File: config.mk
export PLATFORM = sky130hd
export DESIGN_NAME = mig_ui_arbiter
export DESIGN_NICKNAME = d
export VERILOG_FILES = /design/src/rtl/mig_ui_pkg.sv /design/src/rtl/mig_rd_tag_fifo.sv /design/src/rtl/mig_ui_arbiter.sv
export SDC_FILE = /design/constraint.sdc
export NUM_CORES = 1
export LEC_CHECK = 0
export CAP_MARGIN = 30
export CORE_AREA = 2 2 331 333
export DETAILED_ROUTE_END_ITERATION = 8
export DIE_AREA = 0 0 333 335
export GPL_ROUTABILITY_DRIVEN = 0
export GPL_TIMING_DRIVEN = 0
export PLACE_DENSITY = 0.43
export SKIP_CTS_REPAIR_TIMING = 1
export SYNTH_ARGS = -nofsm -noshare
export SYNTH_HDL_FRONTEND = slang
export SYNTH_HIERARCHICAL = 1
export SYNTH_SLANG_ARGS = --single-unit
File: constraint.sdc
create_clock -name clk -period 3.4 [get_ports clk]
set_input_delay 0.34 -clock clk [delete_from_list [all_inputs] [get_ports clk]]
set_output_delay 0.34 -clock clk [all_outputs]
set_load 0.05 [all_outputs]
File: src/rtl/mig_ui_pkg.sv
// Shared definitions for the MIG UI multi-port arbiter: MIG command codes,
// the arbiter state encoding and the port-index width helper.
package mig_ui_pkg;

  localparam logic [2:0] CMD_WRITE = 3'b000;
  localparam logic [2:0] CMD_READ  = 3'b001;

  typedef enum logic [0:0] {
    ST_IDLE  = 1'b0,
    ST_ISSUE = 1'b1
  } arb_state_t;

  // Width of a port index; a single port still needs a one-bit index.
  function automatic int port_idx_w(input int n);
    return (n > 1) ? $clog2(n) : 1;
  endfunction

endpackage

File: src/rtl/mig_rd_tag_fifo.sv
// Tag FIFO holding the issuing port index of every outstanding read.
// Entries come back in MIG return order, so a plain FIFO suffices.
// Push and pop in the same cycle are allowed, including when full.
// DEPTH must be a power of two, at least 2.
module mig_rd_tag_fifo #(
  parameter int DEPTH = 16,
  parameter int WIDTH = 1
) (
  input  logic             clk,
  input  logic             rst,
  input  logic             push,
  input  logic [WIDTH-1:0] push_data,
  input  logic             pop,
  output logic [WIDTH-1:0] pop_data,
  output logic             full,
  output logic             empty
);

  localparam int AW = $clog2(DEPTH);

  logic [WIDTH-1:0] mem [DEPTH];
  logic [AW-1:0]    wr_ptr;
  logic [AW-1:0]    rd_ptr;
  logic [AW:0]      count;
  logic             do_push;
  logic             do_pop;

  assign full     = (count == (AW + 1)'(DEPTH));
  assign empty    = (count == '0);
  assign do_pop   = pop & ~empty;
  assign do_push  = push & (~full | do_pop);
  assign pop_data = mem[rd_ptr];

  // Pointer and occupancy bookkeeping.
  always_ff @(posedge clk) begin
    // NOTE: sequential state uses non-blocking assignments so every register
    // samples pre-edge values, independent of block ordering.
    if (rst) begin
      wr_ptr <= '0;
      rd_ptr <= '0;
      count  <= '0;
    end else begin
      if (do_push) wr_ptr <= wr_ptr + 1'b1;
      if (do_pop)  rd_ptr <= rd_ptr + 1'b1;
      case ({do_push, do_pop})
        2'b10:   count <= count + 1'b1;
        2'b01:   count <= count - 1'b1;
        default: count <= count;
      endcase
    end
  end

  // Tag storage write port.
  always_ff @(posedge clk) begin
    // NOTE: the storage array is deliberately not reset; the pointers and
    // count decide which entries are valid, and a reset-free array maps to RAM.
    if (do_push) mem[wr_ptr] <= push_data;
  end

endmodule

File: src/rtl/mig_ui_arbiter.sv
// Multi-port round-robin front-end for the DDR3 MIG user interface.
// One request at a time is latched and driven onto app_* until both the
// command and (for writes) the data handshakes have completed. Reads are
// tagged with their port so returning data can be routed back.
// Optional statistics counters are built when MIG_UI_ARB_STATS_EN is defined;
// otherwise the stat ports are tied to zero.
module mig_ui_arbiter
  import mig_ui_pkg::*;
#(
  parameter int NUM_PORTS      = 2,
  parameter int ADDR_WIDTH     = 28,
  parameter int APP_DATA_WIDTH = 128,
  parameter int RD_TAG_DEPTH   = 16
) (
  input  logic                                clk,
  input  logic                                rst,
  input  logic                                init_calib_complete,
  input  logic [NUM_PORTS-1:0]                req_valid,
  input  logic [NUM_PORTS-1:0]                req_write,
  input  logic [NUM_PORTS*ADDR_WIDTH-1:0]     req_addr,
  input  logic [NUM_PORTS*APP_DATA_WIDTH-1:0] req_wdata,
  output logic [NUM_PORTS-1:0]                req_ready,
  output logic [NUM_PORTS-1:0]                rd_valid,
  output logic [APP_DATA_WIDTH-1:0]           rd_data,
  output logic                                rd_err,
  output logic [ADDR_WIDTH-1:0]               app_addr,
  output logic [2:0]                          app_cmd,
  output logic                                app_en,
  input  logic                                app_rdy,
  output logic [APP_DATA_WIDTH-1:0]           app_wdf_data,
  output logic                                app_wdf_wren,
  output logic                                app_wdf_end,
  output logic [APP_DATA_WIDTH/8-1:0]         app_wdf_mask,
  input  logic                                app_wdf_rdy,
  input  logic [APP_DATA_WIDTH-1:0]           app_rd_data,
  input  logic                                app_rd_data_valid,
  output logic [31:0]                         stat_wr_cnt,
  output logic [31:0]                         stat_rd_cnt,
  output logic [31:0]                         stat_stall_cnt
);

  localparam int PW = port_idx_w(NUM_PORTS);

  arb_state_t                state;
  logic [PW-1:0]             last_grant;
  logic [PW-1:0]             cur_port;
  logic [ADDR_WIDTH-1:0]     cur_addr;
  logic [APP_DATA_WIDTH-1:0] cur_wdata;
  logic                      cur_write;
  logic [2:0]                cur_cmd;
  logic                      cmd_done;
  logic                      wdf_done;

  logic [NUM_PORTS-1:0]      elig;
  logic                      grant_found;
  logic [PW-1:0]             grant_idx;
  logic [PW-1:0]             cand;

  logic                      issuing;
  logic                      cmd_hs;
  logic                      wdf_hs;
  logic                      xfer_done;

  logic                      tag_push;
  logic [PW-1:0]             tag_out;
  logic                      tag_full;
  logic                      tag_empty;

  assign issuing      = (state == ST_ISSUE);
  assign app_en       = issuing & ~cmd_done;
  assign app_wdf_wren = issuing & ~wdf_done;
  assign app_wdf_end  = app_wdf_wren;
  assign cmd_hs       = app_en & app_rdy;
  assign wdf_hs       = app_wdf_wren & app_wdf_rdy;
  assign xfer_done    = issuing & (cmd_done | cmd_hs) & (wdf_done | wdf_hs);

  assign app_addr     = cur_addr;
  assign app_cmd      = cur_cmd;
  assign app_wdf_data = cur_wdata;
  assign app_wdf_mask = '0;

  // Per-port eligibility: calibrated, requesting, and reads need a free tag.
  always_comb begin
    // NOTE: every combinational output gets a default before any condition,
    // so no path leaves it unassigned and no latch is inferred.
    elig = '0;
    for (int p = 0; p < NUM_PORTS; p++) begin
      elig[p] = init_calib_complete & req_valid[p] & (req_write[p] | ~tag_full);
    end
  end

  // Round-robin search starting one past the last granted port.
  always_comb begin
    grant_found = 1'b0;
    grant_idx   = '0;
    cand        = '0;
    for (int i = 1; i <= NUM_PORTS; i++) begin
      cand = PW'((int'(last_grant) + i) % NUM_PORTS);
      if (!grant_found && elig[cand]) begin
        grant_found = 1'b1;
        grant_idx   = cand;
      end
    end
  end

  // Completion strobe back to the port whose request is being issued.
  always_comb begin
    req_ready = '0;
    if (xfer_done) req_ready[cur_port] = 1'b1;
  end

  // Arbiter FSM: latch a granted request, then hold app_* until it completes.
  always_ff @(posedge clk) begin
    if (rst) begin
      state      <= ST_IDLE;
      last_grant <= PW'(NUM_PORTS - 1);
      cur_port   <= '0;
      cur_addr   <= '0;
      cur_wdata  <= '0;
      cur_write  <= 1'b0;
      cur_cmd    <= CMD_WRITE;
      cmd_done   <= 1'b0;
      wdf_done   <= 1'b0;
    end else begin
      case (state)
        ST_IDLE: begin
          if (grant_found) begin
            state      <= ST_ISSUE;
            last_grant <= grant_idx;
            cur_port   <= grant_idx;
            cur_addr   <= req_addr[int'(grant_idx)*ADDR_WIDTH +: ADDR_WIDTH];
            cur_wdata  <= req_wdata[int'(grant_idx)*APP_DATA_WIDTH +: APP_DATA_WIDTH];
            cur_write  <= req_write[grant_idx];
            cur_cmd    <= req_write[grant_idx] ? CMD_WRITE : CMD_READ;
            cmd_done   <= 1'b0;
            // Reads have no data phase, so that half is already satisfied.
            wdf_done   <= ~req_write[grant_idx];
          end
        end
        ST_ISSUE: begin
          if (cmd_hs) cmd_done <= 1'b1;
          if (wdf_hs) wdf_done <= 1'b1;
          if (xfer_done) state <= ST_IDLE;
        end
        default: state <= ST_IDLE;
      endcase
    end
  end

  assign tag_push = cmd_hs & ~cur_write;

  mig_rd_tag_fifo #(
    .DEPTH (RD_TAG_DEPTH),
    .WIDTH (PW)
  ) u_tag_fifo (
    .clk       (clk),
    .rst       (rst),
    .push      (tag_push),
    .push_data (cur_port),
    .pop       (app_rd_data_valid),
    .pop_data  (tag_out),
    .full      (tag_full),
    .empty     (tag_empty)
  );

  // Read return: route each beat to the oldest outstanding tag; flag orphans.
  always_ff @(posedge clk) begin
    if (rst) begin
      rd_valid <= '0;
      rd_data  <= '0;
      rd_err   <= 1'b0;
    end else begin
      rd_valid <= '0;
      if (app_rd_data_valid) begin
        if (tag_empty) begin
          rd_err <= 1'b1;
        end else begin
          rd_valid[tag_out] <= 1'b1;
          rd_data           <= app_rd_data;
        end
      end
    end
  end

`ifdef MIG_UI_ARB_STATS_EN
  // Wrapping transaction and stall counters.
  always_ff @(posedge clk) begin
    if (rst) begin
      stat_wr_cnt    <= '0;
      stat_rd_cnt    <= '0;
      stat_stall_cnt <= '0;
    end else begin
      if (xfer_done &  cur_write) stat_wr_cnt    <= stat_wr_cnt + 32'd1;
      if (xfer_done & ~cur_write) stat_rd_cnt    <= stat_rd_cnt + 32'd1;
      if (app_en & ~app_rdy)      stat_stall_cnt <= stat_stall_cnt + 32'd1;
    end
  end
`else
  assign stat_wr_cnt    = '0;
  assign stat_rd_cnt    = '0;
  assign stat_stall_cnt = '0;
`endif

endmodule

# [Yosys cells after proc, flatten, opt, wreduce, memory -nomap -nowiden]
# Memory sizes are Yosys's and may differ from the RTL's. A register that Yosys moved wholly into a read port is not among the register bits.
# Cells that the tools add are included.
[op_classes] n_addsub=6 n_mul=1 n_lt_le_gt_ge=7 n_eq_ne=6 n_shift=2 muxes=30 bitwise_logic=26 reduce_logical=12
[op_table] operator="indexed part select 256 x 9 -> 128 bit" n=1
[op_table] operator="indexed part select 56 x 7 -> 28 bit" n=1
[op_table] operator="2-to-1 mux 1 bit" n=21
[op_table] operator="bitwise AND 1 bit" n=13
[op_table] operator="less-than comparator 1 x 2 -> 1 bit, second input constant" n=5
[op_table] operator="case mux 5 bit (2 select lines)" n=1
[op_table] operator="AND reduction 2 bit" n=5
[op_table] operator="adder 4 x 1 -> 4 bit, second input constant" n=2
[op_table] operator="2-to-1 mux 4 bit" n=2
[op_table] operator="inverter 1 bit" n=8
[op_table] operator="case mux 1 bit (2 select lines)" n=3
[op_table] operator="adder 5 x 1 -> 5 bit, second input constant" n=1
[op_table] operator="equality test 5 bit, second input constant" n=1
[op_table] operator="zero test 5 bit" n=1
[op_table] operator="OR 1 bit" n=5
[op_table] operator="subtractor 5 x 1 -> 5 bit, second input constant" n=1
[op_table] operator="multiplier 1 x 3 -> 4 bit, second input constant" n=1
[op_table] operator="inequality test 2 x 1 -> 1 bit, second input constant" n=2
[op_table] operator="logical AND 1 bit" n=3
[op_table] operator="OR reduction 3 bit" n=1
[op_table] operator="adder 1 bit, second input constant" n=2
[op_table] operator="demux 1 bit (select 1 bit)" n=2
[op_table] operator="equality test 2 x 1 -> 1 bit, second input constant" n=1
[op_table] operator="equality test 2 bit, second input constant" n=1
[op_table] operator="other kinds (5)" n=6
[word_totals] regBits=309 ramBits=16 in_bits=450 out_inout_bits=407 wordCells=106 memories=1
[mem_list] memory="u_tag_fifo.mem" words=16 width=1 rd=1 rd_ports_with_merged_regs=1 write_ports=1 line_no="mig_rd_tag_fifo.sv:21" source="logic [WIDTH-1:0] mem [DEPTH];"

# [Logic depth before layout (Yosys ltp)]
# Gate-level depths: netlist of the first run.
[depth] depth_word=15 depth_mapped=12 mapped_depth_nobuf=10

# [By module]
# The synthesis of the first run kept the hierarchy.
[modules_own_cells] module="mig_ui_arbiter" instances=1 cells_each=1593 area_each_um2=13653.1 seq_area_each_um2=5885.6
[modules_own_cells] module="mig_rd_tag_fifo" instances=1 cells_each=150 area_each_um2=1659.1 seq_area_each_um2=820.8

# [Worst setup path before layout of the first run]
# No wires, ideal clock.
[synth_path] path_kind="reg2reg" from="register state, in the netlist issuing" to="register u_tag_fifo.count[4]" setup_time_ps=134 arrival_ps=2994 required_time_ps=3266 path_slack_ps=272 stages_incl_launch_ff=13 cell_sequence="dfxtp_1 -> buf_2 -> nor2b_1 -> and3b_1 -> buf_2 -> nor2b_1 -> o21ai_4 -> inv_2 -> ha_1 -> nand2b_1 -> o2bb2ai_1 -> and3_1 -> or4_1"
[synth_via] elab_chain_len=6
[synth_lines] item="start: declaration" line_no="mig_ui_arbiter.sv:44" source="arb_state_t state;"
[synth_lines] item="start signal: assignment" line_no="mig_ui_arbiter.sv:115" source="state <= ST_IDLE;"
[synth_lines] item="start signal: assignment" line_no="mig_ui_arbiter.sv:128" source="state <= ST_ISSUE;"
[synth_lines] item="start signal: assignment" line_no="mig_ui_arbiter.sv:143" source="if (xfer_done) state <= ST_IDLE;"
[synth_lines] item="bitwise AND 1 bit *" line_no="mig_ui_arbiter.sv:70" source="assign app_en = issuing & ~cmd_done;"
[synth_lines] item="via app_en" line_no="mig_ui_arbiter.sv:28" source="output logic app_en,"
[synth_lines] item="bitwise AND 1 bit *" line_no="mig_ui_arbiter.sv:73" source="assign cmd_hs = app_en & app_rdy;"
[synth_lines] item="bitwise AND 1 bit *" line_no="mig_ui_arbiter.sv:150" source="assign tag_push = cmd_hs & ~cur_write;"
[synth_lines] item="via tag_push" line_no="mig_ui_arbiter.sv:64" source="logic tag_push;"
[synth_lines] item="bitwise AND 1 bit *" line_no="mig_rd_tag_fifo.sv:31" source="assign do_push = push & (~full | do_pop);"
[synth_lines] item="equality test 2 x 1 -> 1 bit or equality test 2 bit (tied branches)" line_no="mig_rd_tag_fifo.sv:45" source="case ({do_push, do_pop})"
[synth_lines] item="case mux 5 bit (2 select lines) or nonzero test 2 bit (tied branches)"
[synth_lines] item="end signal: assignment" line_no="mig_rd_tag_fifo.sv:46" source="2'b10: count <= count + 1'b1;"
[synth_lines] item="end signal: assignment" line_no="mig_rd_tag_fifo.sv:47" source="2'b01: count <= count - 1'b1;"
[synth_lines] item="end signal: assignment" line_no="mig_rd_tag_fifo.sv:48" source="default: count <= count;"
[synth_lines] item="end: declaration" line_no="mig_rd_tag_fifo.sv:24" source="logic [AW:0] count;"
# The timed path passes the listed nets; every way through them passes the cells marked *.
# A chain may end at the register's enable or synchronous reset.

# [Final worst setup path of the first run]
[layout_path] from="register u_tag_fifo.count[0]" to="register cur_wdata[78], in the netlist app_wdf_data[78]"
[layout_via] elab_chain_len=11
[layout_lines] item="equality test 5 bit *" line_no="mig_rd_tag_fifo.sv:28" source="assign full = (count == (AW + 1)'(DEPTH));"
[layout_lines] item="via tag_full" line_no="mig_ui_arbiter.sv:66" source="logic tag_full;"
[layout_lines] item="inverter 1 bit *" line_no="mig_ui_arbiter.sv:88" source="elig[p] = init_calib_complete & req_valid[p] & (req_write[p] | ~tag_full);"
[layout_lines] item="OR 1 bit" line_no="mig_ui_arbiter.sv:88"
[layout_lines] item="bitwise AND 1 bit" line_no="mig_ui_arbiter.sv:88"
[layout_lines] item="2-to-1 mux 1 bit (implied by the code) (2 in series)" line_no="mig_ui_arbiter.sv:99" source="if (!grant_found && elig[cand]) begin"
[layout_lines] item="2-to-1 mux 1 bit" line_no="mig_ui_arbiter.sv:99"
[layout_lines] item="zero test 1 bit" line_no="mig_ui_arbiter.sv:99"
[layout_lines] item="logical AND 1 bit" line_no="mig_ui_arbiter.sv:99"
[layout_lines] item="2-to-1 mux 1 bit" line_no="mig_ui_arbiter.sv:99"
[layout_lines] item="indexed part select 256 x 9 -> 128 bit or AND reduction 2 bit (tied branches)"
[layout_lines] item="end signal: assignment" line_no="mig_ui_arbiter.sv:132" source="cur_wdata <= req_wdata[int'(grant_idx)*APP_DATA_WIDTH +: APP_DATA_WIDTH];"
[layout_lines] item="end: declaration" line_no="mig_ui_arbiter.sv:48" source="logic [APP_DATA_WIDTH-1:0] cur_wdata;"
# The timed path passes the listed nets; every way through them passes the cells marked *. The select of a mux whose other input is x is not followed.

==> reports/qor.yml, run 1 <==
setup_path:
  critical_path_class: "flop to flop"
  startpoint_type: "flop"
  required_ns: 3.91
  ff2ff_setup_slack_ns: 0.32
  end_kind: "flop"
  max_fo_critical_path: 10
  worst-endpoint-arrival_ns: 3.60
floorplan:
  vertical_die_dimension_um: 335
  die_x_um: 333
  core-area_um2: 108000
  floorplan.rows: 121
  die_area_um2: 112000
  initial_util: 0.142
  io-pin-count: 857
drt:
  postRouteWirelength_um: 86800
  dr.pass1.iters: 4
  drt.antenna.violating_nets: 0
  drtIter0Drc: 586
  detail_route.drc_violations: 0
  wl_per_cell_um: 21.2
  routed_via_density: 3.72
  vias: 15279
layout:
  layout-drive-gt1-share: 0.192
  layout-area-overhead-vs-synth_pct: 73.1
  fillerInstances: 11827
  final_core_util: 0.245
  final_design_area_no_fill_um2: 26500
  finalNonFillerCells: 4102
  final_nets: 3107
synthesis:
  synthTopCellsByArea: "sky130_fd_sc_hd__dfxtp_1 41%, sky130_fd_sc_hd__a211oi_2 11%, sky130_fd_sc_hd__nand2_1 10%, sky130_fd_sc_hd__buf_4 6.4%, sky130_fd_sc_hd__a21oi_1 6.2%"
  synth_edf_count: 16
  post-synth-top-count-cell: "sky130_fd_sc_hd__nand2_1"
  syn_area_um2: 15300
  postSynthRegisterBits: 327
  yosysSeqAreaShare: 0.438
  yosysTopAreaCell: "sky130_fd_sc_hd__dfxtp_1"
  synth.top_cells.by_count: "420 x sky130_fd_sc_hd__nand2_1, 311 x sky130_fd_sc_hd__dfxtp_1, 189 x sky130_fd_sc_hd__a21oi_1"
  netlist.area_leader.share: 0.407
  syn_avg_cell_area_um2: 8.78
  yosysUniqueCellTypes: 62
  ys.warnings.count: 6
  postSynth.topFlopCell: "sky130_fd_sc_hd__dfxtp_1"
  syn_inst: 1743
  async_flop_share: 0
place:
  io_buffer_count: 742
  detailedPlace.worstSlack_ns: 0.0436
  post_place_cells: 4015
  hpwl_um: 70300
  postPlaceCellArea_um2: 25000
grt:
  grt_pass1_wl_um: 119000
  grt_start_max_net_pins: 20
  grt_util_all_layers: 0.149
  grt_overflow_total: 0
  antenna_found_initial: 19
  first_global_vias: 15508
timing:
  layout_setup_ws_ns: 0.315
  final-setup-viol-count: 0
  timing.final.hold_violations: 0
  max_slew.worst_pin.slew_ns: 0.918
  finalClockSkew_ns: 0.0178
  hold_ws_ns: 0.273
  slew_headroom: 0.388
  min_period_over_period: 0.907
  fin_tns_setup_ns: 0
  report.final.slew_viol_count: 0
  finalWorstPathRequiredPeriod_ns: 3.08
  timing.fmax_mhz: 324
clock_tree:
  clkSlewWorstSetupHoldPaths_ns: 0.06
  clock_insertion_delay_worst_skew_ns: 0.61
  cts_inserted_buffers: 45
  clock_tree.buffer_depth: 3
  cts_root_buffer: "sky130_fd_sc_hd__clkbuf_16"
  cts_max_level: 2
  cts_tree: "yes"
  clock_sinks: 327
min_path:
  hold_path_class: "input pin to flop"
pwr:
  fin_total_pwr_mw: 19.3
  p_leak_nw: 9.92
  power.density_nw_per_um2: 730
  ir_worst_vdd_mv: 0.405
job:
  drv_cap: 0
outcome:
  status: "finished, final reports clean"
==> flip-flops by register name (all words and copies together), names as in the netlist, named ones only <==
signal and count:
app_wdf_data 128, rd_data 128, app_cmd 1, cmd_done 1
u_tag_fifo/count 5, rd_err 1, cur_write 1, issuing 1
u_tag_fifo/rd_ptr 4, app_addr 28, wdf_done 1, last_grant 1
cur_port 1, rd_valid 2, u_tag_fifo/mem 16, u_tag_fifo/wr_ptr 4
==> cells by family after synthesis <==
kind of cell / after synthesis / share of synthesized area
AO/OA/AOI/OAI: 475 / 0.258
XOR/XNOR: 6 / 0.00343
adder cells (fa/ha/maj): 9 / 0.00784
buffers and inverters: 262 / 0.113
flip-flops: 327 / 0.438
multiplexers: 10 / 0.0107
other: 1 / 0.000245
AND/OR/NAND/NOR: 653 / 0.168
==> cells in the final DEF, fill, tap and decap left out, types with 7 or more instances in the layout <==
master and n:
sky130_fd_sc_hd__nor3_1 11, sky130_fd_sc_hd__nor2b_1 7, sky130_fd_sc_hd__a211oi_2 140, sky130_fd_sc_hd__nor2_1 188, sky130_fd_sc_hd__buf_12 11, sky130_fd_sc_hd__nand2b_1 7
sky130_fd_sc_hd__buf_4 130, sky130_fd_sc_hd__conb_1 114, sky130_fd_sc_hd__inv_1 8, sky130_fd_sc_hd__edfxtp_1 16, sky130_fd_sc_hd__a21oi_2 101, sky130_fd_sc_hd__clkbuf_16 46
sky130_fd_sc_hd__a21oi_1 189, sky130_fd_sc_hd__nand2_1 420, sky130_fd_sc_hd__diode_2 8, sky130_fd_sc_hd__dfxtp_1 311, sky130_fd_sc_hd__ha_1 8, sky130_fd_sc_hd__buf_2 33
sky130_fd_sc_hd__clkdlybuf4s50_1 742, sky130_fd_sc_hd__clkbuf_1 75, sky130_fd_sc_hd__clkbuf_8 9, sky130_fd_sc_hd__a211oi_1 17
==> path summary, 6_finish.rpt <==
| check | startpoint | end | depth (start not counted) |
|---|---|---|---|
| worst max-delay path | u_tag_fifo/count[0]$_SDFFE_PP0P_ | app_wdf_data[78]$_SDFFE_PP0P_ | 8 |
| worst min-delay path | app_rd_data[124] | rd_data[124]$_SDFFE_PP0P_ | 3 |
| worst max register to register | u_tag_fifo/count[0]$_SDFFE_PP0P_ | app_wdf_data[78]$_SDFFE_PP0P_ | 8 |
| worst min register to register | rd_data[29]$_SDFFE_PP0P_ | rd_data[29]$_SDFFE_PP0P_ | 2 |
==> critical path, stage by stage, from the launching register on <==
cell and delay, ns:
sky130_fd_sc_hd__dfxtp_1 0.36, sky130_fd_sc_hd__or4_1 0.55, sky130_fd_sc_hd__buf_6 0.17, sky130_fd_sc_hd__nor2_1 0.28, sky130_fd_sc_hd__and2b_1 0.26, sky130_fd_sc_hd__a211o_1 0.19
sky130_fd_sc_hd__clkbuf_1 0.60, sky130_fd_sc_hd__nand2_1 0.32, sky130_fd_sc_hd__a211oi_1 0.26
==> routing by layer <==
layer  GRT usage  share of wire  vias to the layer above
met5           0        0.00047                        -
met4      0.0438          0.023                        8
met3      0.0550          0.088                      104
met2       0.263           0.50                      593
met1       0.166           0.39                     7076
li1            -              -                     7498
==> layout make-up <==
class / count / area (um2) / area share
timing repair buffer: 745 / 7470 / 0.282
tap: 1414 / 1770 / 0.0668
clock inverter: 18 / 203 / 0.00765
buffer: 253 / 1710 / 0.0644
sequential: 327 / 6710 / 0.253
inverter: 9 / 33.8 / 0.00127
clock buffer: 61 / 1300 / 0.0490
multi-input combinational: 1267 / 7290 / 0.275
antenna: 8 / 20.0 / 0.000755
==> report_power, final <==
| group | internal, mW | switching [mW] |
|---|---|---|
| Clock | 2.91 | 2.05 |
| Sequential | 4.66 | 0.476 |
| Combinational | 2.99 | 6.27 |
| Total | 10.6 | 8.79 |
Note: power is estimated with default switching activity, not from simulation.
==> inputs of run 2 (changes only) <==
--- a/config.mk
+++ b/config.mk
@@ -6,12 +6,12 @@
 export NUM_CORES = 1
 export LEC_CHECK = 0
 export CAP_MARGIN = 30
-export CORE_AREA = 2 2 331 333
+export CORE_AREA = 2 2 338 340
 export DETAILED_ROUTE_END_ITERATION = 8
-export DIE_AREA = 0 0 333 335
+export DIE_AREA = 0 0 340 342
 export GPL_ROUTABILITY_DRIVEN = 0
 export GPL_TIMING_DRIVEN = 0
-export PLACE_DENSITY = 0.43
+export PLACE_DENSITY = 0.42
 export SKIP_CTS_REPAIR_TIMING = 1
 export SYNTH_ARGS = -nofsm -noshare
 export SYNTH_HDL_FRONTEND = slang
==> constraint.sdc (replaced) <==
create_clock -name clk -period 3.6 [get_ports clk]
set_input_delay 0.36 -clock clk [delete_from_list [all_inputs] [get_ports clk]]
set_output_delay 0.36 -clock clk [all_outputs]
set_load 0.05 [all_outputs]
==> reports/qor.yml, run 2 (synthesized netlist as in run 1, its figures left out) <==
outcome:
  status: "finished, final reports clean"
drt:
  postRouteWirelength_um: 87200
  drtIter0Drc: 586
  vias: 15263
  drt.antenna.violating_nets: 0
  routed_via_density: 3.63
  wl_per_cell_um: 20.8
  detail_route.drc_violations: 0
  dr.pass1.iters: 5
clock_tree:
  cts_max_level: 2
  cts_tree: "yes"
  clkSlewWorstSetupHoldPaths_ns: 0.06
  clock_sinks: 327
  clock_tree.buffer_depth: 3
  cts_root_buffer: "sky130_fd_sc_hd__clkbuf_16"
  cts_inserted_buffers: 47
  clock_insertion_delay_worst_skew_ns: 0.61
floorplan:
  io-pin-count: 857
  die_area_um2: 116000
  initial_util: 0.135
  floorplan.rows: 124
  vertical_die_dimension_um: 342
  core-area_um2: 113000
  die_x_um: 340
layout:
  final_design_area_no_fill_um2: 26600
  layout-drive-gt1-share: 0.191
  layout-area-overhead-vs-synth_pct: 74.0
  fillerInstances: 12414
  layout.cells.most_common_list: "742 x sky130_fd_sc_hd__clkdlybuf4s50_1, 420 x sky130_fd_sc_hd__nand2_1, 311 x sky130_fd_sc_hd__dfxtp_1"
  final_nets: 3111
  leading_cell_type_in_the_layout_fill_and_taps_excluded: "sky130_fd_sc_hd__clkdlybuf4s50_1"
setup_path:
  endpoint_of_the_worst_slack_reg_to_reg_timing_path: "app_wdf_data[76]$_SDFFE_PP0P_"
  cp_cell_sequence: "or4_1 -> buf_6 -> nor2_1 -> and2b_1 -> a211o_1 -> clkbuf_1 -> nand2_1 -> a211oi_1"
  ff2ff_setup_slack_ns: 0.52
  r2r_cells: 8
  worst-endpoint-arrival_ns: 3.60
  critical-path-max-stage-delay_ns: 0.55
  required_ns: 4.13
  end_kind: "flop"
  critical_path_class: "flop to flop"
  max_fo_critical_path: 10
  startpoint_type: "flop"
  critPathSlowestCell: "sky130_fd_sc_hd__or4_1"
  r2r-start: "u_tag_fifo/count[0]$_SDFFE_PP0P_"
timing:
  finalClockSkew_ns: 0.0195
  finalWorstPathRequiredPeriod_ns: 3.08
  min_period_over_period: 0.854
  grt_setup_unrepaired: "no"
  layout_setup_ws_ns: 0.524
  fin_tns_setup_ns: 0
  final-setup-viol-count: 0
  max_slew.worst_pin.slew_ns: 0.922
  slew_headroom: 0.385
  timing.fmax_mhz: 325
  report.final.slew_viol_count: 0
  timing.final.hold_violations: 0
place:
  io_buffer_count: 742
  detailedPlace.worstSlack_ns: 0.158
  postPlaceCellArea_um2: 25100
  hpwl_um: 71200
grt:
  grt_start_max_net_pins: 20
  grt_util_all_layers: 0.143
  first_global_vias: 15624
  antenna_found_initial: 31
  grt_overflow_total: 0
  grt_pass1_wl_um: 119000
pwr:
  power.density_nw_per_um2: 685
  fin_total_pwr_mw: 18.2
  ir_worst_vdd_mv: 0.474
  p_leak_nw: 9.92
job:
  drv_cap: 0
min_path:
  worstHoldStart: "app_rd_data[36]"
  hold_path_class: "input pin to flop"
  worstHoldPathCells: 3
  worstHoldEndpoint: "rd_data[36]$_SDFFE_PP0P_"
-- run 2: changes by cell type in the layout (fill, tap and decap cells not counted), moves of 2 or more --
| cell | before | now |
|---|---|---|
| sky130_fd_sc_hd__clkbuf_1 | 75 | 85 |
| sky130_fd_sc_hd__clkbuf_2 | 3 | 1 |
| sky130_fd_sc_hd__clkinv_1 | 3 | 0 |
| sky130_fd_sc_hd__diode_2 | 8 | 3 |
| sky130_fd_sc_hd__inv_6 | 3 | 1 |
-- run 2: cell type report --
type / instances / area (um2) / share of cell area
buffer: 253 / 1700 / 0.0640
multi-input combinational: 1267 / 7290 / 0.274
antenna: 3 / 7.51 / 0.000282
sequential: 327 / 6710 / 0.252
clock inverter: 13 / 165 / 0.00620
inverter: 9 / 33.8 / 0.00127
clock buffer: 69 / 1340 / 0.0503
timing repair buffer: 747 / 7500 / 0.281
tap: 1512 / 1890 / 0.0710
-- run 2: metrics by stage --
| stage | hold WS (ns) | util | std cells |
|---|---|---|---|
| after floorplan | 0.430 | - | 1856 |
| after global placement | 0.441 | 0.222 | 4110 |
| after detailed placement | 0.446 | 0.222 | 4115 |
| after CTS | 0.216 | 0.235 | 4197 |
| after global routing | 0.251 | 0.236 | 4200 |
| final | 0.278 | 0.236 | 4200 |
-- run 2: where the power goes --
| part | leakage [nW] | internal (mW) | switching [mW] |
|---|---|---|---|
| registers | 2.71 | 4.41 | 0.438 |
| clock network | 0.732 | 2.72 | 1.94 |
| logic | 6.48 | 2.82 | 5.91 |
-- run 2: worst max-delay path: cells and delay by family (launching register included) --
kind	cells	cell delay (ns)
simple gates	4	1.44
buf+inv	2	0.70
compound gates	2	0.50
flops	1	0.35
-- run 2: metal layers --
| metal | vias to the layer above | wire [um] | track usage |
|---|---|---|---|
| met5 | - | 61 | 0 |
| met4 | 10 | 1670 | 0.0342 |
| met3 | 115 | 8740 | 0.0622 |
| met2 | 602 | 43000 | 0.252 |
| met1 | 7050 | 33700 | 0.158 |
| li1 | 7486 | - | - |
-- run 2: how the worst max path moves through the flow --
stage                                           startpoint                                to  slack (ns)  cells past startpoint
final                     u_tag_fifo/count[0]$_SDFFE_PP0P_     app_wdf_data[76]$_SDFFE_PP0P_        0.52                      8
after global routing      u_tag_fifo/count[0]$_SDFFE_PP0P_     app_wdf_data[77]$_SDFFE_PP0P_        0.19                      8
after CTS                 u_tag_fifo/count[0]$_SDFFE_PP0P_         rd_data[110]$_SDFFE_PP0P_        0.14                      8
after detailed placement  u_tag_fifo/count[0]$_SDFFE_PP0P_         rd_data[111]$_SDFFE_PP0P_        0.16                      8
after global placement                                 rst     app_wdf_data[79]$_SDFFE_PP0P_       0.003                      5
after floorplan                         issuing$_SDFF_PP0_  u_tag_fifo/count[4]$_SDFFE_PP0P_        0.47                     12
==> inputs of run 3 (changes only) <==
--- a/config.mk
+++ b/config.mk
@@ -11,6 +11,7 @@
 export DIE_AREA = 0 0 340 342
 export GPL_ROUTABILITY_DRIVEN = 0
 export GPL_TIMING_DRIVEN = 0
+export MAX_ROUTING_LAYER = met4
 export PLACE_DENSITY = 0.42
 export SKIP_CTS_REPAIR_TIMING = 1
 export SYNTH_ARGS = -nofsm -noshare
==> reports/qor.yml, run 3 (synthesized netlist as in run 1, its figures left out) <==
outcome:
  status: "finished, final reports clean"
floorplan:
  floorplan.rows: 124
  core-area_um2: 113000
  initial_util: 0.135
  die_x_um: 340
  io-pin-count: 857
  vertical_die_dimension_um: 342
  die_area_um2: 116000
setup_path:
  critical-path-max-stage-delay_ns: 0.55
  r2r-start: "u_tag_fifo/count[0]$_SDFFE_PP0P_"
  cpLargestDelayFamily: "simple AND/OR/NAND/NOR gates"
  critPathSlowestCell: "sky130_fd_sc_hd__or4_1"
  max_fo_critical_path: 10
  r2r_cells: 8
  worstSetupStartpoint: "u_tag_fifo/count[0]$_SDFFE_PP0P_"
  end_kind: "flop"
  required_ns: 4.12
  critical_path_class: "flop to flop"
  worst-endpoint-arrival_ns: 3.57
  endpoint_of_the_worst_slack_reg_to_reg_timing_path: "app_wdf_data[77]$_SDFFE_PP0P_"
  ff2ff_setup_slack_ns: 0.55
  startpoint_type: "flop"
  worstSetupPathDepth: 8
  critical_path.n_buffers_inverters: 2
  cp_cell_sequence: "or4_1 -> buf_6 -> nor2_1 -> and2b_1 -> a211o_1 -> clkbuf_1 -> nand2_1 -> a211oi_1"
  crit_end: "app_wdf_data[77]$_SDFFE_PP0P_"
pwr:
  ir_worst_vdd_mv: 0.476
  fin_total_pwr_mw: 18.2
  p_sw_mw: 8.27
  p_leak_nw: 9.92
  cell_internal_pwr_mw: 9.94
  switching_share: 0.454
  sequential_power_share: 0.266
  power.share.combinational: 0.479
  power.density_nw_per_um2: 683
  pwr-share-clk: 0.255
clock_tree:
  clock_tree.buffer_depth: 3
  clock_insertion_delay_worst_skew_ns: 0.63
  cts_tree: "yes"
  clkSlewWorstSetupHoldPaths_ns: 0.06
  cts_inserted_buffers: 47
  clock_sinks: 327
  cts_root_buffer: "sky130_fd_sc_hd__clkbuf_16"
  cts_max_level: 2
layout:
  final_nets: 3111
  fillerInstances: 12411
  layout.cells.most_common_list: "742 x sky130_fd_sc_hd__clkdlybuf4s50_1, 420 x sky130_fd_sc_hd__nand2_1, 311 x sky130_fd_sc_hd__dfxtp_1"
  leading_cell_type_in_the_layout_fill_and_taps_excluded: "sky130_fd_sc_hd__clkdlybuf4s50_1"
  layout-area-overhead-vs-synth_pct: 74.1
  final_core_util: 0.236
  area.sequential_um2: 6710
  layout-drive-gt1-share: 0.191
  area_taken_by_multi_input_logic_gates_um2: 7290
grt:
  grt_overflow_total: 0
  grt_pass1_wl_um: 119000
  first_global_vias: 15668
  grt_start_max_net_pins: 20
  grt_util_all_layers: 0.148
  antenna_found_initial: 31
timing:
  max_slew.worst_pin.slew_ns: 0.928
  hold_ws_ns: 0.281
  finalWorstPathRequiredPeriod_ns: 3.05
  slew_headroom: 0.381
  timing.fmax_mhz: 328
  report.final.slew_viol_count: 0
  grt_setup_unrepaired: "no"
  finalClockSkew_ns: 0.0200
  final-setup-viol-count: 0
  layout_setup_ws_ns: 0.547
  fin_tns_setup_ns: 0
  min_period_over_period: 0.848
  timing.final.hold_violations: 0
drt:
  drt.antenna.violating_nets: 0
  dr.pass1.iters: 4
  detail_route.drc_violations: 0
  drtIter0Drc: 532
  vias: 15237
  routed_via_density: 3.62
  postRouteWirelength_um: 87200
  wl_per_cell_um: 20.7
place:
  hpwl_um: 71200
  detailedPlace.worstSlack_ns: 0.158
  io_buffer_count: 742
job:
  drv_cap: 0
min_path:
  hold_path_class: "input pin to flop"
## run 3: cell count changes in the layout (fill, tap and decap cells not counted), sizes merged
cell   delta
diode     +5
## run 3: power by group through the flow
stage               Combinational [mW]  Clock [mW]  Sequential, mW
finish                            8.72        4.65            4.84
global route                      9.33        4.98            4.94
CTS                               8.90        4.86            4.85
detailed placement                8.87           0            4.92
global placement                  8.90           0            4.90
floorplan                         3.11           0            7.23
## run 3: final cells by class
type                       instances  area share
sequential                       327       0.252
clock inverter                    13     0.00620
tap                             1512      0.0710
antenna                            8    0.000751
timing repair buffer             747       0.281
multi-input combinational       1267       0.274
clock buffer                      69      0.0502
inverter                           9     0.00127
buffer                           253      0.0639
## run 3: worst min path at each step
stage,startpoint,endpoint,slack (ns),depth (start not counted)
after global placement,rd_data[60]$_SDFFE_PP0P_,rd_data[60]$_SDFFE_PP0P_,0.44,2
after CTS,app_rd_data[36],rd_data[36]$_SDFFE_PP0P_,0.22,3
final,app_rd_data[36],rd_data[36]$_SDFFE_PP0P_,0.28,3
after detailed placement,rd_data[47]$_SDFFE_PP0P_,rd_data[47]$_SDFFE_PP0P_,0.45,2
after global routing,app_rd_data[43],rd_data[43]$_SDFFE_PP0P_,0.25,3
after floorplan,rst,u_tag_fifo/count[0]$_SDFFE_PP0P_,0.43,1
## run 3: routing by layer
layer,part of all wire,track usage
met5,0,-
met4,0.019,0.0342
met3,0.096,0.0599
met2,0.49,0.252
met1,0.39,0.159
## run 3: worst reg2reg max path: stages, from the launching register on
cell and delay (ns):
sky130_fd_sc_hd__dfxtp_1 0.35, sky130_fd_sc_hd__or4_1 0.55, sky130_fd_sc_hd__buf_6 0.16, sky130_fd_sc_hd__nor2_1 0.31, sky130_fd_sc_hd__and2b_1 0.28, sky130_fd_sc_hd__a211o_1 0.23
sky130_fd_sc_hd__clkbuf_1 0.54, sky130_fd_sc_hd__nand2_1 0.27, sky130_fd_sc_hd__a211oi_1 0.26
## run 3: stage by stage
step,instances,cell area (um2)
after floorplan,1856,15700
after global placement,4110,25100
after detailed placement,4115,25100
after CTS,4197,26600
after global routing,4205,26700
final,4205,26700
==> RTL edit 1: new RTL, flow settings as in run 1 <==
Add a define of `MIG_UI_ARB_STATS_EN`.
--- a/src/rtl/mig_ui_arbiter.sv
+++ b/src/rtl/mig_ui_arbiter.sv
@@ -5,4 +5,6 @@
 // Optional statistics counters are built when MIG_UI_ARB_STATS_EN is defined;
 // otherwise the stat ports are tied to zero.
+`define MIG_UI_ARB_STATS_EN
+
 module mig_ui_arbiter
   import mig_ui_pkg::*;
Function: not settled (the Yosys comparison gave no result); the edit may change what the design does.
==> RTL edit 1 against run 1 <==
  * Setup slack got worse by 110 ps
  * Sequential cell count rose by 96
  * Clock skew increased by 10 ps
  * Area after synthesis grew 18%
  * Power is 5.1% higher
  * Count of clock-buffer cells in the layout grew 21
  * Cell area rose by 14%
  * Wire length up 14%
  * Critical endpoint is now app_wdf_data[118]
  * Largest cell class unchanged
  * Largest power group unchanged
==> RTL edit 1: results (changes against run 1) <==
clock slew at reported path FFs=60 ps (about the same); Main synth FF type=dfxtp_1; cell-internal power=11.9 mW (+13%); Arrival @ worst endpoint=3690 ps (+90 ps); Total GRT Usage=0.170 (+0.0216); Netlist cell types=66 (+6.5%); vias in the first global route=18,200 (+17%); most frequent cells after synthesis=dfxtp_1, nand2_1, nor2_1; Clock Latency Late Sink=640 ps (+30 ps); YS warnings=6 (unchanged); critical-path maximum fanout=10 (unchanged); pin slew with the least headroom to its limit=1010 ps (+95.5 ps); Hold WC Path Type=input pin to register; r2r endpoint=app_wdf_data[118]; slowest stage delay, CP=550 ps (-50 ps); leak pwr=11.1 nW (+12%); status=finished clean; post-synthesis sequential area ratio=0.479 (+0.0411); Clock Skew=27.9 ps (+10.2 ps); Gate Count Post-Synth=2,025 (+16%); proportion of layout cells with a drive suffix above 1=0.0570 (-0.135); most area-consuming cells after synthesis=dfxtp_1, mux2i_1, a211oi_1; critical path capture point=app_wdf_data[118]; placed instance count=4,302 (+7.1%); CTS buffer count=55 (+22%); CTS root buf=clkbuf_16; total length of routed wires=99,200 um (+14%); drt first pass iters=5 (+1); VDD IR max=0.340 mV (-16%); nets=3,407 (+9.7%); largest net degree at the start of global routing=20 (unchanged); worst r2r path cells=9 (+1); CP max-delay cell=or4_1; DR vias/cell=4.21 (+13%); Port Buf Inserts=838 (+13%); Synth top area share=0.452 (+0.0458); worst setup path startpoint=u_tag_fifo/count[0]; hpwl dp=80,200 um (+14%); H-tree lvl count=2 (unchanged); initial antenna violation count=46 (+27); first-pass GRT wire length=138,000 um (+16%); routed vias=18,600 (+22%); 1st-iter DRT viols=943 (+61%); CTS Buffer Depth=3 (unchanged); Post-synth EDFFs=16 (unchanged); dpl cell area=28,400 um2 (+14%); reg2reg start=u_tag_fifo/count[0]; Post-synth ARST share=0 (unchanged); reg-to-reg setup timing slack=210 ps (-110 ps)
RTL edit 1: worst min path at each step:
stage | from | end | slack [ps] | depth (start not counted)
after global placement | rd_data[73] | rd_data[73] | 440 | 2
after global routing | app_rd_data[73] | rd_data[73] | 210 | 3
after CTS | app_rd_data[72] | rd_data[72] | 190 | 3
after detailed placement | rd_data[38] | rd_data[38] | 450 | 2
final | app_rd_data[72] | rd_data[72] | 260 | 3
after floorplan | rst | u_tag_fifo/count[0] | 410 | 1
RTL edit 1: power groups by stage:
| stage | logic [mW] | clock network (mW) | registers, mW |
|---|---|---|---|
| final | 8.26 | 5.81 | 6.26 |
| after global routing | 8.79 | 6.24 | 6.37 |
| after global placement | 8.33 | 0 | 6.35 |
| after detailed placement | 8.34 | 0 | 6.36 |
| after CTS | 8.36 | 6.02 | 6.27 |
| after floorplan | 2.49 | 0 | 8.82 |
RTL edit 1: final cells by class:
type                       count  area [um2]
antenna                       13        32.5
buffer                       175         779
clock buffer                  82        1590
clock inverter                15         164
fill                       11600       77900
inverter                      21        78.8
multi-input combinational   1423        8610
sequential                   423        8630
tap                         1414        1770
timing repair buffer         846        8510
RTL edit 1: critical path, delay by kind of cell, from the launching register on:
family                 cells  cell delay [ps]
buffers and inverters      4             1020
and+or+nand+nor            2              770
AOI/OAI and AO/OA          2              480
muxes                      1              420
DFF                        1              350
RTL edit 1: cells by family after synthesis:
group,synth area share
adders and majority gates,0.00875
buffers and inverters,0.0471
DFF,0.479
muxes,0.104
and+or+nand+nor,0.192
other,0.000208
AOI/OAI and AO/OA,0.154
xor gates and xnor gates,0.0156
RTL edit 1: routing by layer:
layer	vias to the layer above	track usage	routed length (um)
li1	9014	-	-
met2	663	0.294	48000
met5	-	0	153
met1	8718	0.198	40000
met3	167	0.0607	8250
met4	24	0.0478	2800
RTL edit 1: through the flow:
stage	TNS, ps	worst slack [ps]
after global placement	-142010	-763
after floorplan	0	56.9
after detailed placement	-49950	-654
after CTS	-54140	-690
after global routing	0	2.78
final	0	206
==> RTL edit 2: new RTL, flow settings as in run 1 <==
Made on the original files. Put one more register stage on the output `rd_err`, without a reset. The value now appears one clock later. The other outputs are not delayed to match.
--- a/src/rtl/mig_ui_arbiter.sv
+++ b/src/rtl/mig_ui_arbiter.sv
@@ -42,4 +42,6 @@
   localparam int PW = port_idx_w(NUM_PORTS);
 
+  logic rd_err_s0;
+
   arb_state_t                state;
   logic [PW-1:0]             last_grant;
@@ -169,10 +171,10 @@
       rd_valid <= '0;
       rd_data  <= '0;
-      rd_err   <= 1'b0;
+      rd_err_s0 <= 1'b0;
     end else begin
       rd_valid <= '0;
       if (app_rd_data_valid) begin
         if (tag_empty) begin
-          rd_err <= 1'b1;
+          rd_err_s0 <= 1'b1;
         end else begin
           rd_valid[tag_out] <= 1'b1;
@@ -202,4 +204,8 @@
 `endif
 
+  always_ff @(posedge clk) begin
+    rd_err <= rd_err_s0;
+  end
+
 endmodule
 
Function: not settled (the Yosys comparison gave no result); the edit may change what the design does.
==> RTL edit 2 against run 1 <==
  * Combinational power fell by 1%
  * Cell area rose by 0.40%
  * Count of clock-buffer cells in the layout rose by 5
  * Sequential cell count rose by 1
  * Utilization rose by 0.098 points
  * Power rose by 0.49%
  * Wire length fell by 2.4%
  * Die area did not move
  * Cell count barely moved
  * Setup slack got worse by 77 ps
  * Area after synthesis rose by 0.13%
  * Critical path depth rose by 1
  * Highest routed layer unchanged
==> RTL edit 2: results (changes against run 1) <==
reg-to-reg setup timing slack=240 ps (-80 ps); leak pwr=9.96 nW (+0.39%); r2r endpoint=app_wdf_data[73]; total length of routed wires=84,700 um (-2.4%); dpl cell area=25,000 um2 (about the same); Clock Latency Late Sink=600 ps; fillers=11,900 (+0.52%); Max-Slew Margin vs Limit=0.306 (-0.0819); Gate Count Post-Synth=1,744 (+0.057%); Post-synth EDFFs=16 (unchanged); most frequent cells after synthesis=nand2_1, dfxtp_1, a21oi_1; post-synthesis sequential area ratio=0.439 (+0.000734); proportion of layout cells with a drive suffix above 1=0.192 (-0.000286); VDD IR max=0.391 mV (-3.5%); wire length per cell=20.6 um (-2.5%); drt first pass iters=4 (unchanged); vias in the first global route=15,700 (+1.2%); CTS buffer count=46 (+2.2%); initial antenna violation count=24 (+5); growth of design area from synthesis to finish=73.5%; most area-consuming cells after synthesis=dfxtp_1, a211oi_2, nand2_1; Clock Skew=20.1 ps (+2.39 ps); placed instance count=4,016 (+0.025%); Total GRT Usage=0.146 (-0.00289); worst r2r path cells=9 (+1); first-pass GRT wire length=117,000 um (-1.1%); 1st-iter DRT viols=607 (+3.6%); status=finished clean; nets=3,109 (+0.064%)
-- RTL edit 2: cell types whose count changed after synthesis, sizes merged --
cell | run 1 | this run
dfxtp | 311 | 312
-- RTL edit 2: critical path, cell delays in order (launching register included) --
cell and delay [ps]:
dfxtp_1 350, or4_1 540, buf_6 170, nor2_1 330
and2b_1 270, a211o_1 240, buf_2 320, buf_2 410
nand2_1 220, a211oi_2 200
-- RTL edit 2: stage by stage --
| step | setup slack (ps) | hold slack [ps] | setup TNS (ps) |
|---|---|---|---|
| 2_1_floorplan | 272 | 331 | 0 |
| 3_3_place_gp | -25.7 | 354 | -173 |
| 3_5_place_dp | 31.3 | 351 | 0 |
| 4_1_cts | 44.6 | 219 | 0 |
| 5_1_grt | 20.8 | 242 | 0 |
| 6_report | 238 | 284 | 0 |
-- RTL edit 2: cell families after synthesis --
group,count (synthesis),synth area share
other cells,1,0.000245
mux,10,0.0107
buf+inv,262,0.113
fa+ha+maj,9,0.00783
simple gates,653,0.168
flops,328,0.439
compound gates,475,0.258
xor+xnor,6,0.00343
-- RTL edit 2: layout make-up --
type / count / share of cell area
inverter: 9 / 0.00127
multi-input combinational: 1267 / 0.274
sequential: 328 / 0.253
clock inverter: 16 / 0.00987
timing repair buffer: 745 / 0.281
tap: 1414 / 0.0665
clock buffer: 66 / 0.0498
buffer: 253 / 0.0640
antenna: 8 / 0.000752
-- RTL edit 2: worst min path at each step --
stage	slack (ps)	endpoint	start	depth (start not counted)
floorplan	330	rd_err	rd_err_s0	0
global placement	350	rd_err	rd_err_s0	0
detailed placement	350	rd_err	rd_err_s0	0
CTS	220	rd_data[109]	app_rd_data[109]	3
global route	240	rd_data[29]	app_rd_data[29]	3
finish	280	rd_data[117]	app_rd_data[117]	3
-- RTL edit 2: per-layer routing --
layer | wire length [um] | track usage | up-vias | part of all wire
met4 | 1680 | 0.0389 | 16 | 0.020
met2 | 41100 | 0.250 | 569 | 0.49
met5 | 96 | 0 | - | 0.0011
met1 | 34300 | 0.169 | 7057 | 0.41
li1 | - | - | 7499 | -
met3 | 7460 | 0.0559 | 104 | 0.088
-- RTL edit 2: power by group --
group          internal [mW]  switching (mW)  total [mW]
clock                   3.17            2.00        5.16
combinational           2.98            6.14        9.12
sequential              4.68           0.474        5.15
